===== src/rtl/id_ex_stage_if.sv =====
// Decode->execute boundary bundle: decode-side operands/control in, registered E slot out.
// IDEX_PERF_CNT_EN adds the BubbleCntE counter output (width CNT_W).
interface id_ex_stage_if #(
  parameter int WIDTH = 32
`ifdef IDEX_PERF_CNT_EN
  , parameter int CNT_W = 16
`endif
);
  logic             StallE, FlushE, ValidD;
  logic [WIDTH-1:0] RD1D, RD2D, ImmExtD, PCD;
  logic [4:0]       Rs1D, Rs2D, RdD;
  logic [2:0]       ALUcontrolD;
  logic             ALUSrcD;
  logic [4:0]       CtrlD;
  logic [1:0]       ForwardAE, ForwardBE;
  logic [WIDTH-1:0] ALUResultM, ResultW;

  logic [WIDTH-1:0] SrcAE, SrcBE, WriteDataE, ImmExtE, PCE;
  logic [2:0]       ALUcontrolE;
  logic [4:0]       Rs1E, Rs2E, RdE;
  logic [4:0]       CtrlE;
  logic             ValidE;
`ifdef IDEX_PERF_CNT_EN
  logic [CNT_W-1:0] BubbleCntE;
`endif

  modport master (
    output StallE, FlushE, ValidD, RD1D, RD2D, ImmExtD, PCD, Rs1D, Rs2D, RdD,
           ALUcontrolD, ALUSrcD, CtrlD, ForwardAE, ForwardBE, ALUResultM, ResultW,
    input  SrcAE, SrcBE, WriteDataE, ImmExtE, PCE, ALUcontrolE, Rs1E, Rs2E, RdE,
           CtrlE, ValidE
`ifdef IDEX_PERF_CNT_EN
    , input BubbleCntE
`endif
  );

  modport slave (
    input  StallE, FlushE, ValidD, RD1D, RD2D, ImmExtD, PCD, Rs1D, Rs2D, RdD,
           ALUcontrolD, ALUSrcD, CtrlD, ForwardAE, ForwardBE, ALUResultM, ResultW,
    output SrcAE, SrcBE, WriteDataE, ImmExtE, PCE, ALUcontrolE, Rs1E, Rs2E, RdE,
           CtrlE, ValidE
`ifdef IDEX_PERF_CNT_EN
    , output BubbleCntE
`endif
  );
endinterface


===== src/rtl/id_ex_stage.sv =====
// ID/EX pipeline register with flush/stall and combinational M/W operand forwarding.
// IDEX_PERF_CNT_EN enables a saturating bubble counter on BubbleCntE.
module id_ex_stage #(
  parameter int WIDTH = 32
`ifdef IDEX_PERF_CNT_EN
  , parameter int CNT_W = 16
`endif
) (
  input  logic         clk,
  input  logic         rst_n,
  id_ex_stage_if.slave io
);

  typedef struct packed {
    logic             valid;
    logic [4:0]       ctrl;
    logic [2:0]       alu_ctrl;
    logic             alu_src;
    logic [WIDTH-1:0] rd1;
    logic [WIDTH-1:0] rd2;
    logic [WIDTH-1:0] imm;
    logic [WIDTH-1:0] pc;
    logic [4:0]       rs1;
    logic [4:0]       rs2;
    logic [4:0]       rd;
  } e_slot_t;

  e_slot_t e_q, e_d;
  logic    bubble;

  // Flush beats stall; an invalid decode slot still loads data but never writes anything.
  always_comb begin
    e_d = e_q;
    if (io.FlushE) begin
      e_d = '0;
    end else if (!io.StallE) begin
      e_d.valid    = io.ValidD;
      e_d.ctrl     = io.ValidD ? io.CtrlD : 5'b0;
      e_d.alu_ctrl = io.ALUcontrolD;
      e_d.alu_src  = io.ALUSrcD;
      e_d.rd1      = io.RD1D;
      e_d.rd2      = io.RD2D;
      e_d.imm      = io.ImmExtD;
      e_d.pc       = io.PCD;
      e_d.rs1      = io.Rs1D;
      e_d.rs2      = io.Rs2D;
      e_d.rd       = io.RdD;
    end
  end

  assign bubble = io.FlushE | (!io.StallE & !io.ValidD);

  always_ff @(posedge clk or negedge rst_n) begin
    if (!rst_n) e_q <= '0;
    else        e_q <= e_d;
  end

  // 10 = memory stage, 01 = writeback; 00 and 11 both take the register value.
  function automatic logic [WIDTH-1:0] fwd_pick(input logic [1:0]       sel,
                                                input logic [WIDTH-1:0] reg_val,
                                                input logic [WIDTH-1:0] mem_val,
                                                input logic [WIDTH-1:0] wb_val);
    logic [WIDTH-1:0] r;
    case (sel)
      2'b10:   r = mem_val;
      2'b01:   r = wb_val;
      default: r = reg_val;
    endcase
    return r;
  endfunction

  logic [WIDTH-1:0] fwd_a, fwd_b;

  assign fwd_a = fwd_pick(io.ForwardAE, e_q.rd1, io.ALUResultM, io.ResultW);
  assign fwd_b = fwd_pick(io.ForwardBE, e_q.rd2, io.ALUResultM, io.ResultW);

  assign io.SrcAE       = fwd_a;
  assign io.SrcBE       = e_q.alu_src ? e_q.imm : fwd_b;
  assign io.WriteDataE  = fwd_b;
  assign io.ImmExtE     = e_q.imm;
  assign io.PCE         = e_q.pc;
  assign io.ALUcontrolE = e_q.alu_ctrl;
  assign io.Rs1E        = e_q.rs1;
  assign io.Rs2E        = e_q.rs2;
  assign io.RdE         = e_q.rd;
  assign io.CtrlE       = e_q.ctrl;
  assign io.ValidE      = e_q.valid;

`ifdef IDEX_PERF_CNT_EN
  logic [CNT_W-1:0] bub_cnt;

  always_ff @(posedge clk or negedge rst_n) begin
    if (!rst_n)                        bub_cnt <= '0;
    else if (bubble && bub_cnt != '1) bub_cnt <= bub_cnt + 1'b1;
  end

  assign io.BubbleCntE = bub_cnt;
`else
  logic unused_bubble;
  assign unused_bubble = bubble;
`endif

endmodule

===== src/flat_wrapper.sv =====
// flat-port wrapper written by rule: the top's interface ports become plain ports
module id_ex_stage_flat 
#(
  parameter int WIDTH = 32

)
  (clk, rst_n, io_StallE, io_FlushE, io_ValidD, io_RD1D, io_RD2D, io_ImmExtD, io_PCD, io_Rs1D, io_Rs2D, io_RdD, io_ALUcontrolD, io_ALUSrcD, io_CtrlD, io_ForwardAE, io_ForwardBE, io_ALUResultM, io_ResultW, io_SrcAE, io_SrcBE, io_WriteDataE, io_ImmExtE, io_PCE, io_ALUcontrolE, io_Rs1E, io_Rs2E, io_RdE, io_CtrlE, io_ValidE);
  id_ex_stage_if #(.WIDTH(WIDTH)) io_i ();
  input  logic clk;
  input  logic rst_n;
  input wire logic [$bits(io_i.StallE)-1:0] io_StallE;
  input wire logic [$bits(io_i.FlushE)-1:0] io_FlushE;
  input wire logic [$bits(io_i.ValidD)-1:0] io_ValidD;
  input wire logic [$bits(io_i.RD1D)-1:0] io_RD1D;
  input wire logic [$bits(io_i.RD2D)-1:0] io_RD2D;
  input wire logic [$bits(io_i.ImmExtD)-1:0] io_ImmExtD;
  input wire logic [$bits(io_i.PCD)-1:0] io_PCD;
  input wire logic [$bits(io_i.Rs1D)-1:0] io_Rs1D;
  input wire logic [$bits(io_i.Rs2D)-1:0] io_Rs2D;
  input wire logic [$bits(io_i.RdD)-1:0] io_RdD;
  input wire logic [$bits(io_i.ALUcontrolD)-1:0] io_ALUcontrolD;
  input wire logic [$bits(io_i.ALUSrcD)-1:0] io_ALUSrcD;
  input wire logic [$bits(io_i.CtrlD)-1:0] io_CtrlD;
  input wire logic [$bits(io_i.ForwardAE)-1:0] io_ForwardAE;
  input wire logic [$bits(io_i.ForwardBE)-1:0] io_ForwardBE;
  input wire logic [$bits(io_i.ALUResultM)-1:0] io_ALUResultM;
  input wire logic [$bits(io_i.ResultW)-1:0] io_ResultW;
  output wire logic [$bits(io_i.SrcAE)-1:0] io_SrcAE;
  output wire logic [$bits(io_i.SrcBE)-1:0] io_SrcBE;
  output wire logic [$bits(io_i.WriteDataE)-1:0] io_WriteDataE;
  output wire logic [$bits(io_i.ImmExtE)-1:0] io_ImmExtE;
  output wire logic [$bits(io_i.PCE)-1:0] io_PCE;
  output wire logic [$bits(io_i.ALUcontrolE)-1:0] io_ALUcontrolE;
  output wire logic [$bits(io_i.Rs1E)-1:0] io_Rs1E;
  output wire logic [$bits(io_i.Rs2E)-1:0] io_Rs2E;
  output wire logic [$bits(io_i.RdE)-1:0] io_RdE;
  output wire logic [$bits(io_i.CtrlE)-1:0] io_CtrlE;
  output wire logic [$bits(io_i.ValidE)-1:0] io_ValidE;
  assign io_i.StallE = io_StallE;
  assign io_i.FlushE = io_FlushE;
  assign io_i.ValidD = io_ValidD;
  assign io_i.RD1D = io_RD1D;
  assign io_i.RD2D = io_RD2D;
  assign io_i.ImmExtD = io_ImmExtD;
  assign io_i.PCD = io_PCD;
  assign io_i.Rs1D = io_Rs1D;
  assign io_i.Rs2D = io_Rs2D;
  assign io_i.RdD = io_RdD;
  assign io_i.ALUcontrolD = io_ALUcontrolD;
  assign io_i.ALUSrcD = io_ALUSrcD;
  assign io_i.CtrlD = io_CtrlD;
  assign io_i.ForwardAE = io_ForwardAE;
  assign io_i.ForwardBE = io_ForwardBE;
  assign io_i.ALUResultM = io_ALUResultM;
  assign io_i.ResultW = io_ResultW;
  assign io_SrcAE = io_i.SrcAE;
  assign io_SrcBE = io_i.SrcBE;
  assign io_WriteDataE = io_i.WriteDataE;
  assign io_ImmExtE = io_i.ImmExtE;
  assign io_PCE = io_i.PCE;
  assign io_ALUcontrolE = io_i.ALUcontrolE;
  assign io_Rs1E = io_i.Rs1E;
  assign io_Rs2E = io_i.Rs2E;
  assign io_RdE = io_i.RdE;
  assign io_CtrlE = io_i.CtrlE;
  assign io_ValidE = io_i.ValidE;
  id_ex_stage #(.WIDTH(WIDTH)) u_core (.clk(clk), .rst_n(rst_n), .io(io_i));
endmodule

===== config.mk =====
export PLATFORM = sky130hd
export DESIGN_NAME = id_ex_stage_flat
export DESIGN_NICKNAME = d
export VERILOG_FILES = /design/src/rtl/id_ex_stage_if.sv /design/src/rtl/id_ex_stage.sv /design/src/flat_wrapper.sv
export SDC_FILE = /design/constraint.sdc
export NUM_CORES = 1
export LEC_CHECK = 0
export ABC_AREA = 0
export CAP_MARGIN = 5
export CELL_PAD_IN_SITES_DETAIL_PLACEMENT = 0
export CELL_PAD_IN_SITES_GLOBAL_PLACEMENT = 1
export CORE_ASPECT_RATIO = 2
export CORE_MARGIN = 2
export CORE_UTILIZATION = 33
export DETAILED_ROUTE_END_ITERATION = 8
export PLACE_DENSITY = 0.93
export SYNTH_ARGS = -nofsm -noshare
export SYNTH_HDL_FRONTEND = slang
export SYNTH_SLANG_ARGS = --single-unit

===== constraint.sdc =====
create_clock -name clk -period 3.52 [get_ports clk]
set_input_delay 0.704 -clock clk [delete_from_list [all_inputs] [get_ports clk]]
set_output_delay 0.704 -clock clk [all_outputs]
set_load 0.05 [all_outputs]

==> impl_results.md, run 1 <==
- Status: finished, final reports clean
- Maximum number of pins on one net before global-route repair: between 70 and 80
- Syn Inst Count: roughly 880
- Initial Utilization: 0.3356
- Fin nets: between 1000 and 1500
- Worst Skew: 0 ns
- Least-Margin Pin Slew: between 0.5 and 0.6 ns
- FF-to-FF setup slack: between 2 and 2.5 ns
- Final WL: about 32 mm
- Initial antenna violation count: 3
- Inserted Clock Buffers: 17
- Die area: about 27000 um^2
- Final hold slack: 0.2078 ns
- Final core utilization: 0.5390
- Mapped cell area: 8610 um^2
- Final hold violation count: 0
- Initial DRC count: 391
- Finished Layout Cells: 1533
- DRT antenna net count: 0
- CTS tree: done
- GRT Util Overall: 0.2291
- Worst Hold Class: in -> async
- Core area: roughly 26000 um^2
- Fmax achieved: just under 300 MHz
- RSZ-0062 raised after global routing: false
- Largest stage delay, worst path: approximately 0.48 ns
- Clk root buf: clkbuf_16
- Worst rel slew slack: 0.5992
- Setup TNS: 0 ns
- FF-to-FF Start: u_core.e_q[143]
- Io pins: 409
- CP max-delay cell: clkdlybuf4s50_1
- Area Overhead vs Synth: 60.60%
- CTS resizes: 0
- Total of max-cap violations: 0
- # DRC: 0
- DR pass1 iterations: 5
- Max Slew Vio Count: 0
- Worst Path Required: around 2.8 ns
- Post-CTS Setup Bufs: 0
- LEAKAGE: between 6 and 7 nW
- Htree depth: 4
- Sequential element share of the synthesized area: 0.4447
- Die width: 118.2 um
- Crit-path cells: clkdlybuf4s50_1 -> inv_1 -> ha_2 -> buf_12 -> a221oi_1 -> o31ai_1 -> buf_12
- VDD IR max: roughly 0.00036 V
- First-pass GRT wire length: 47.50 mm
- Cts hold-fix bufs: 0
- Most frequent CP cell: buf_12
- Clock insertion delay at the later pin of the skew report: about 0.44 ns
- R2r endpoint: u_core.e_q[143]
- WL per Instance: ~21 um
- Placed cells: ~1500
- Share of cells above drive strength 1: 0.1319
- Register-to-Register Path Depth: 3
- Congestion Overflow GR: 0
- Synth unique cells: 19
- Post-synthesis area per instance: slightly below 10 um^2
- HPWL after detailed placement: between 20 and 25 mm
- CTS Buffer Depth: 2
- Post-DR vias/cell: roughly 5
- Startpoint Class: input pin
- Gpl congestion: slightly below 1
- Critical path type: in -> out
- Critical Path AT: roughly 2.7 ns
- Critical path peak fanout: between 60 and 70
- Row count: 83
- Vias: a little under 8000
- Yosys warns: 0
- Final setup viols: 0
- # clock sinks: between 150 and 200
- Final Cycle Share: 0.9536
- Synthesized Nets: roughly 1100
- Via count of the first global-routing pass: approximately 8100
- Clk slew on worst S/H paths: approximately 0.06 ns
- Chip height: ~230 um
- Yosys reg bits: 153
- CP endpoint kind: primary output
- Post-layout min period: about 3.4 ns
- Pwr dens: ~440 nW/um^2
- PortBufs: 408
## through the flow
stage	setup WS (ns)	total power [mW]	cell area [um^2]
final	0.1632	6.073	13830
after global routing	0.07310	6.301	13830
after CTS	0.1425	6.136	13820
after detailed placement	0.1481	4.305	13240
after global placement	0.1197	4.285	13240
after floorplan	0.1985	3.185	8610
## layout make-up
cell class	instances	area, um^2
clock inverter	13	133.9
clock buffer	19	442.9
multi-input combinational	571	3660
inverter	4	15.01
tap	340	425.4
antenna	3	7.507
sequential	153	3830
fill	2298	11820
timing repair buffer	430	5313
## worst max-delay path by stage
stage,cells after the start,slack [ns],start,end
after global placement,7,0.12,io_ForwardBE[0],io_SrcBE[27]
after global routing,7,0.07,io_ForwardBE[0],io_SrcBE[27]
after CTS,7,0.14,io_ForwardBE[0],io_SrcBE[27]
after floorplan,6,0.20,io_ForwardBE[0],io_SrcBE[26]
final,7,0.16,io_ForwardBE[0],io_SrcBE[27]
after detailed placement,7,0.15,io_ForwardBE[0],io_SrcBE[27]
## critical path, delay by kind of cell
family / cells / cell delay [ns]
AO/OA/AOI/OAI: 2 / 0.58
adder cells (fa/ha/maj): 1 / 0.33
buffers and inverters: 4 / 1.00
## metal layers
layer | routed length [um] | track usage | vias up
met2 | 16910 | 0.4028 | 371
met5 | 0 | 0 | -
met4 | 1793 | 0.1446 | 0
met1 | 11090 | 0.2398 | 3717
li1 | - | - | 3532
met3 | 2126 | 0.06201 | 95
## sequential cells by signal (all words and copies together) (netlist names)
signal / cells
u_core.io.ALUcontrolE: 3
u_core.io.ImmExtE: 32
u_core.e_q: 65
u_core.io.CtrlE: 5
u_core.io.Rs1E: 5
u_core.io.RdE: 5
u_core.io.PCE: 32
u_core.io.Rs2E: 5
u_core.io.ValidE: 1
## cell families (layout without fill, tap and decap cells)
group	after synthesis	in the layout	synth area share
AOI/OAI and AO/OA	133	133	0.1099
adders and majority gates	4	4	0.005813
buffers and inverters	159	466	0.1314
DFF	153	153	0.4447
muxes	148	148	0.1721
other	0	3	0
and+or+nand+nor	286	286	0.1362
## cell usage in the layout, fill, tap and decap left out
master             n
buf_6              1
clkinvlp_4         2
clkbuf_1           1
clkbuf_8           2
clkinv_2           1
buf_4             15
o21ai_0           32
a221oi_1          32
mux2i_1          148
diode_2            3
clkinv_4           3
dfrtp_1          152
clkdlybuf4s50_1  309
a21oi_1            5
inv_1              4
nand3b_1           5
inv_6              4
inv_8              2
nand2_1           69
ha_2               4
nor2b_1           32
o31ai_1           32
dfrtp_2            1
nor2_1           180
a22oi_1           32
clkbuf_16         17
buf_12           104
bufinv_16          1
## report_power, final
group	switching, mW	internal [mW]
combinational	1.30	1.04
sequential	0.0699	1.86
clock	0.798	1.01
total	2.16	3.91
## synth_stat cells, drive strengths merged
| master | n | area [um^2] |
|---|---|---|
| a21oi | 5 | 25.02 |
| a22oi | 32 | 240.2 |
| nand2 | 69 | 259.0 |
| o21ai | 32 | 160.2 |
| a221oi | 32 | 280.3 |
| nor2 | 180 | 675.7 |
| mux2i | 148 | 1481 |
| nor2b | 32 | 200.2 |
| clkbuf | 22 | 82.58 |
| buf | 133 | 1033 |
| inv | 4 | 15.01 |
| dfrtp | 153 | 3829 |
| ha | 4 | 50.05 |
| o31ai | 32 | 240.2 |
| nand3b | 5 | 37.54 |
No activity file was read; power rests on OpenSTA's default activity.
==> inputs of run 2 (changes only) <==
--- a/config.mk
+++ b/config.mk
@@ -13,6 +13,7 @@
 export CORE_MARGIN = 2
 export CORE_UTILIZATION = 33
 export DETAILED_ROUTE_END_ITERATION = 8
+export GPL_TIMING_DRIVEN = 1
 export PLACE_DENSITY = 0.93
 export SYNTH_ARGS = -nofsm -noshare
 export SYNTH_HDL_FRONTEND = slang
==> results of run 2 <==
The final DEF is identical to that of run 1; final timing and power are the same.
==> inputs of run 3 (changes only) <==
--- a/config.mk
+++ b/config.mk
@@ -11,10 +11,11 @@
 export CELL_PAD_IN_SITES_GLOBAL_PLACEMENT = 1
 export CORE_ASPECT_RATIO = 2
 export CORE_MARGIN = 2
-export CORE_UTILIZATION = 33
+export CORE_UTILIZATION = 30
 export DETAILED_ROUTE_END_ITERATION = 8
 export GPL_TIMING_DRIVEN = 1
-export PLACE_DENSITY = 0.93
+export HOLD_SLACK_MARGIN = 0.06
+export PLACE_DENSITY = 0.86
 export SYNTH_ARGS = -nofsm -noshare
 export SYNTH_HDL_FRONTEND = slang
 export SYNTH_SLANG_ARGS = --single-unit
==> constraint.sdc (replaced) <==
create_clock -name clk -period 3.5 [get_ports clk]
set_input_delay 0.7 -clock clk [delete_from_list [all_inputs] [get_ports clk]]
set_output_delay 0.7 -clock clk [all_outputs]
set_load 0.05 [all_outputs]
==> run 3 against run 2 <==
Against the previous run: combinational power about the same; first-iteration DRC count fell by 3.6%; routed wire length fell by 0.64%; core utilization fell by 4.6 points; worst hold slack better by 0.0021 ns; largest power group unchanged.
==> impl_results.md, run 3 (synthesis results as in run 1) <==
- Die width: 123.8 um (was 118.2 um)
- Worst Path Required: 2.80 ns (was 2.82 ns)
- FILL cells: 2560 (was 2298)
- Critical path type: in -> out (unchanged)
- Die area: 30150 um^2 (was 27480 um^2)
- # DRC: 0 (unchanged)
- Vias: 7607 (was 7715)
- Cts hold-fix bufs: 0 (unchanged)
- FF-to-FF setup slack: 2.29 ns (was 2.14 ns)
- Setup crit start: io_ForwardBE[1] (was io_ForwardBE[0])
- Initial DRC count: 377 (was 391)
- Inserted Clock Buffers: 17 (unchanged)
- Worst Hold Class: in -> async (unchanged)
- Share of cells above drive strength 1: 0.1335 (was 0.1319)
- Htree depth: 4 (unchanged)
- Final hold violation count: 0 (unchanged)
- Max Slew Vio Count: 0 (unchanged)
- Maximum number of pins on one net before global-route repair: 154 (was 76)
- Total of max-cap violations: 0 (unchanged)
- First-pass GRT wire length: 47.51 mm (was 47.50 mm)
- Final Cycle Share: 0.9647
- Biggest register: u_core.e_q (unchanged)
- FF-to-FF Start: u_core.e_q[143] (unchanged)
- Area Overhead vs Synth: 61.44% (was 60.60%)
- CTS Buffer Depth: 2 (unchanged)
- Most frequent cells in the layout: clkdlybuf4s50_1 (309), nor2_1 (180), dfrtp_1 (152) (unchanged)
- R2r endpoint: u_core.e_q[143] (unchanged)
- Startpoint Class: input pin (unchanged)
- Critical Path AT: 2.68 ns (was 2.65 ns)
- Pwr dens: 437.4 nW/um^2 (was 439.2 nW/um^2)
- DR pass1 iterations: 5 (unchanged)
- Final setup viols: 0 (unchanged)
- LEAKAGE: 6.138 nW (was 6.123 nW)
- Gpl congestion: 0.9012 (was 0.9663)
- Final hold slack: 0.2099 ns (was 0.2078 ns)
- Cell Area, Placed: 13330 um^2 (was 13240 um^2)
- RSZ-0062 raised after global routing: false (unchanged)
- Post-layout min period: 3.376 ns
- Register-to-Register Path Depth: 2 (was 3)
- PortBufs: 408 (unchanged)
- CTS tree: done (unchanged)
- WL per Instance: 20.46 um (was 20.82 um)
- Core area: 28190 um^2 (was 25650 um^2)
- Initial antenna violation count: 2 (was 3)
- Worst Skew: 0 ns (unchanged)
- Via count of the first global-routing pass: 7969 (was 8077)
- Clk slew on worst S/H paths: 0.07 ns (was 0.06 ns)
- HPWL after detailed placement: 23.25 mm (was 24.02 mm)
- Least-Margin Pin Slew: 0.7558 ns (was 0.5993 ns)
- Status: finished, final reports clean (unchanged)
- Critical path peak fanout: 12 (was 64)
- Clock insertion delay at the later pin of the skew report: 0.43 ns (was 0.44 ns)
- VDD IR max: 0.0004164 V (was 0.0003596 V)
- Congestion Overflow GR: 0 (unchanged)
- Finished Layout Cells: 1550 (was 1533)
- Setup TNS: 0 ns (unchanged)
- Initial Utilization: 0.3054 (was 0.3356)
- GRT Util Overall: 0.2127 (was 0.2291)
- Fmax achieved: a little under 300 MHz
- DRT antenna net count: 0 (unchanged)
- Chip height: 243.6 um (was 232.4 um)
- Worst rel slew slack: 0.4961 (was 0.5992)
- Row count: 87 (was 83)
- Placed cells: 1515 (was 1498)
- Post-DR vias/cell: 4.908 (was 5.033)
- Final WL: 31.71 mm (was 31.92 mm)
- Io pins: 409 (unchanged)
- CP endpoint kind: primary output (unchanged)
- Fin nets: 1407 (was 1406)
- Most common cell after layout, fill and taps aside: clkdlybuf4s50_1 (unchanged)
- Final Cell Area: 13900 um^2 (was 13830 um^2)
- Clk root buf: clkbuf_16 (unchanged)
- Largest register FFs: 65 (unchanged)
- # clock sinks: 153 (unchanged)
[run 3: cell count changes in the layout (fill, tap and decap cells not counted)]
cell,previous run,this run
o31ai_2,0,1
o31ai_1,32,31
bufinv_16,1,0
buf_12,104,109
buf_4,15,11
clkinvlp_4,2,3
[run 3: final cells by class]
type	count	area, um^2	area share
well taps	356	445.4	0.03205
inverters	4	15.01	0.001080
repair buffers	431	5383	0.3873
flip-flops and latches	153	3830	0.2755
multi-input cells	571	3665	0.2637
diodes	3	7.507	0.0005401
clock buffers	19	442.9	0.03187
clock inverters	13	111.4	0.008012
[run 3: worst max-delay path: stages]
cell	delay, ns
clkdlybuf4s50_1	0.53
inv_1	0.06
ha_2	0.24
buf_4	0.22
a221oi_1	0.53
o31ai_1	0.21
buf_12	0.19
[run 3: worst max-delay path by stage]
| stage | slack, ns | end | cells past startpoint |
|---|---|---|---|
| after floorplan | 0.19 | io_SrcBE[26] | 6 |
| after global placement | 0.11 | io_SrcBE[26] | 7 |
| after detailed placement | 0.12 | io_SrcBE[27] | 7 |
| after CTS | 0.09 | io_SrcBE[26] | 7 |
| after global routing | 0.04 | io_SrcBE[24] | 7 |
| final | 0.12 | io_SrcBE[18] | 7 |
[run 3: stage by stage]
stage,utilization,setup WS [ns],power (mW)
6_report,0.4930,0.1235,6.080
5_1_grt,0.4929,0.04376,6.317
4_1_cts,0.4926,0.08691,6.148
3_5_place_dp,0.4729,0.1212,4.350
3_3_place_gp,0.4729,0.1099,4.333
2_1_floorplan,-,0.1865,3.203
[run 3: where the power goes]
| part | switching (mW) | internal, mW |
|---|---|---|
| clock network | 0.831 | 0.946 |
| logic | 1.31 | 1.06 |
| registers | 0.0709 | 1.87 |
[run 3: what timing repair did]
action	in CTS	in global routing
setup endpoints to repair	0	1
setup buffers	0	0
gates resized for setup	0	1
[run 3: metal layers]
metal | share of wire | routed length, um | GRT usage | vias to the layer above
met1 | 0.36 | 11550 | 0.2362 | 3667
li1 | - | - | - | 3544
met2 | 0.53 | 16890 | 0.3736 | 333
met4 | 0.039 | 1242 | 0.1023 | 0
met5 | 0 | 0 | 0 | -
met3 | 0.064 | 2020 | 0.04869 | 63
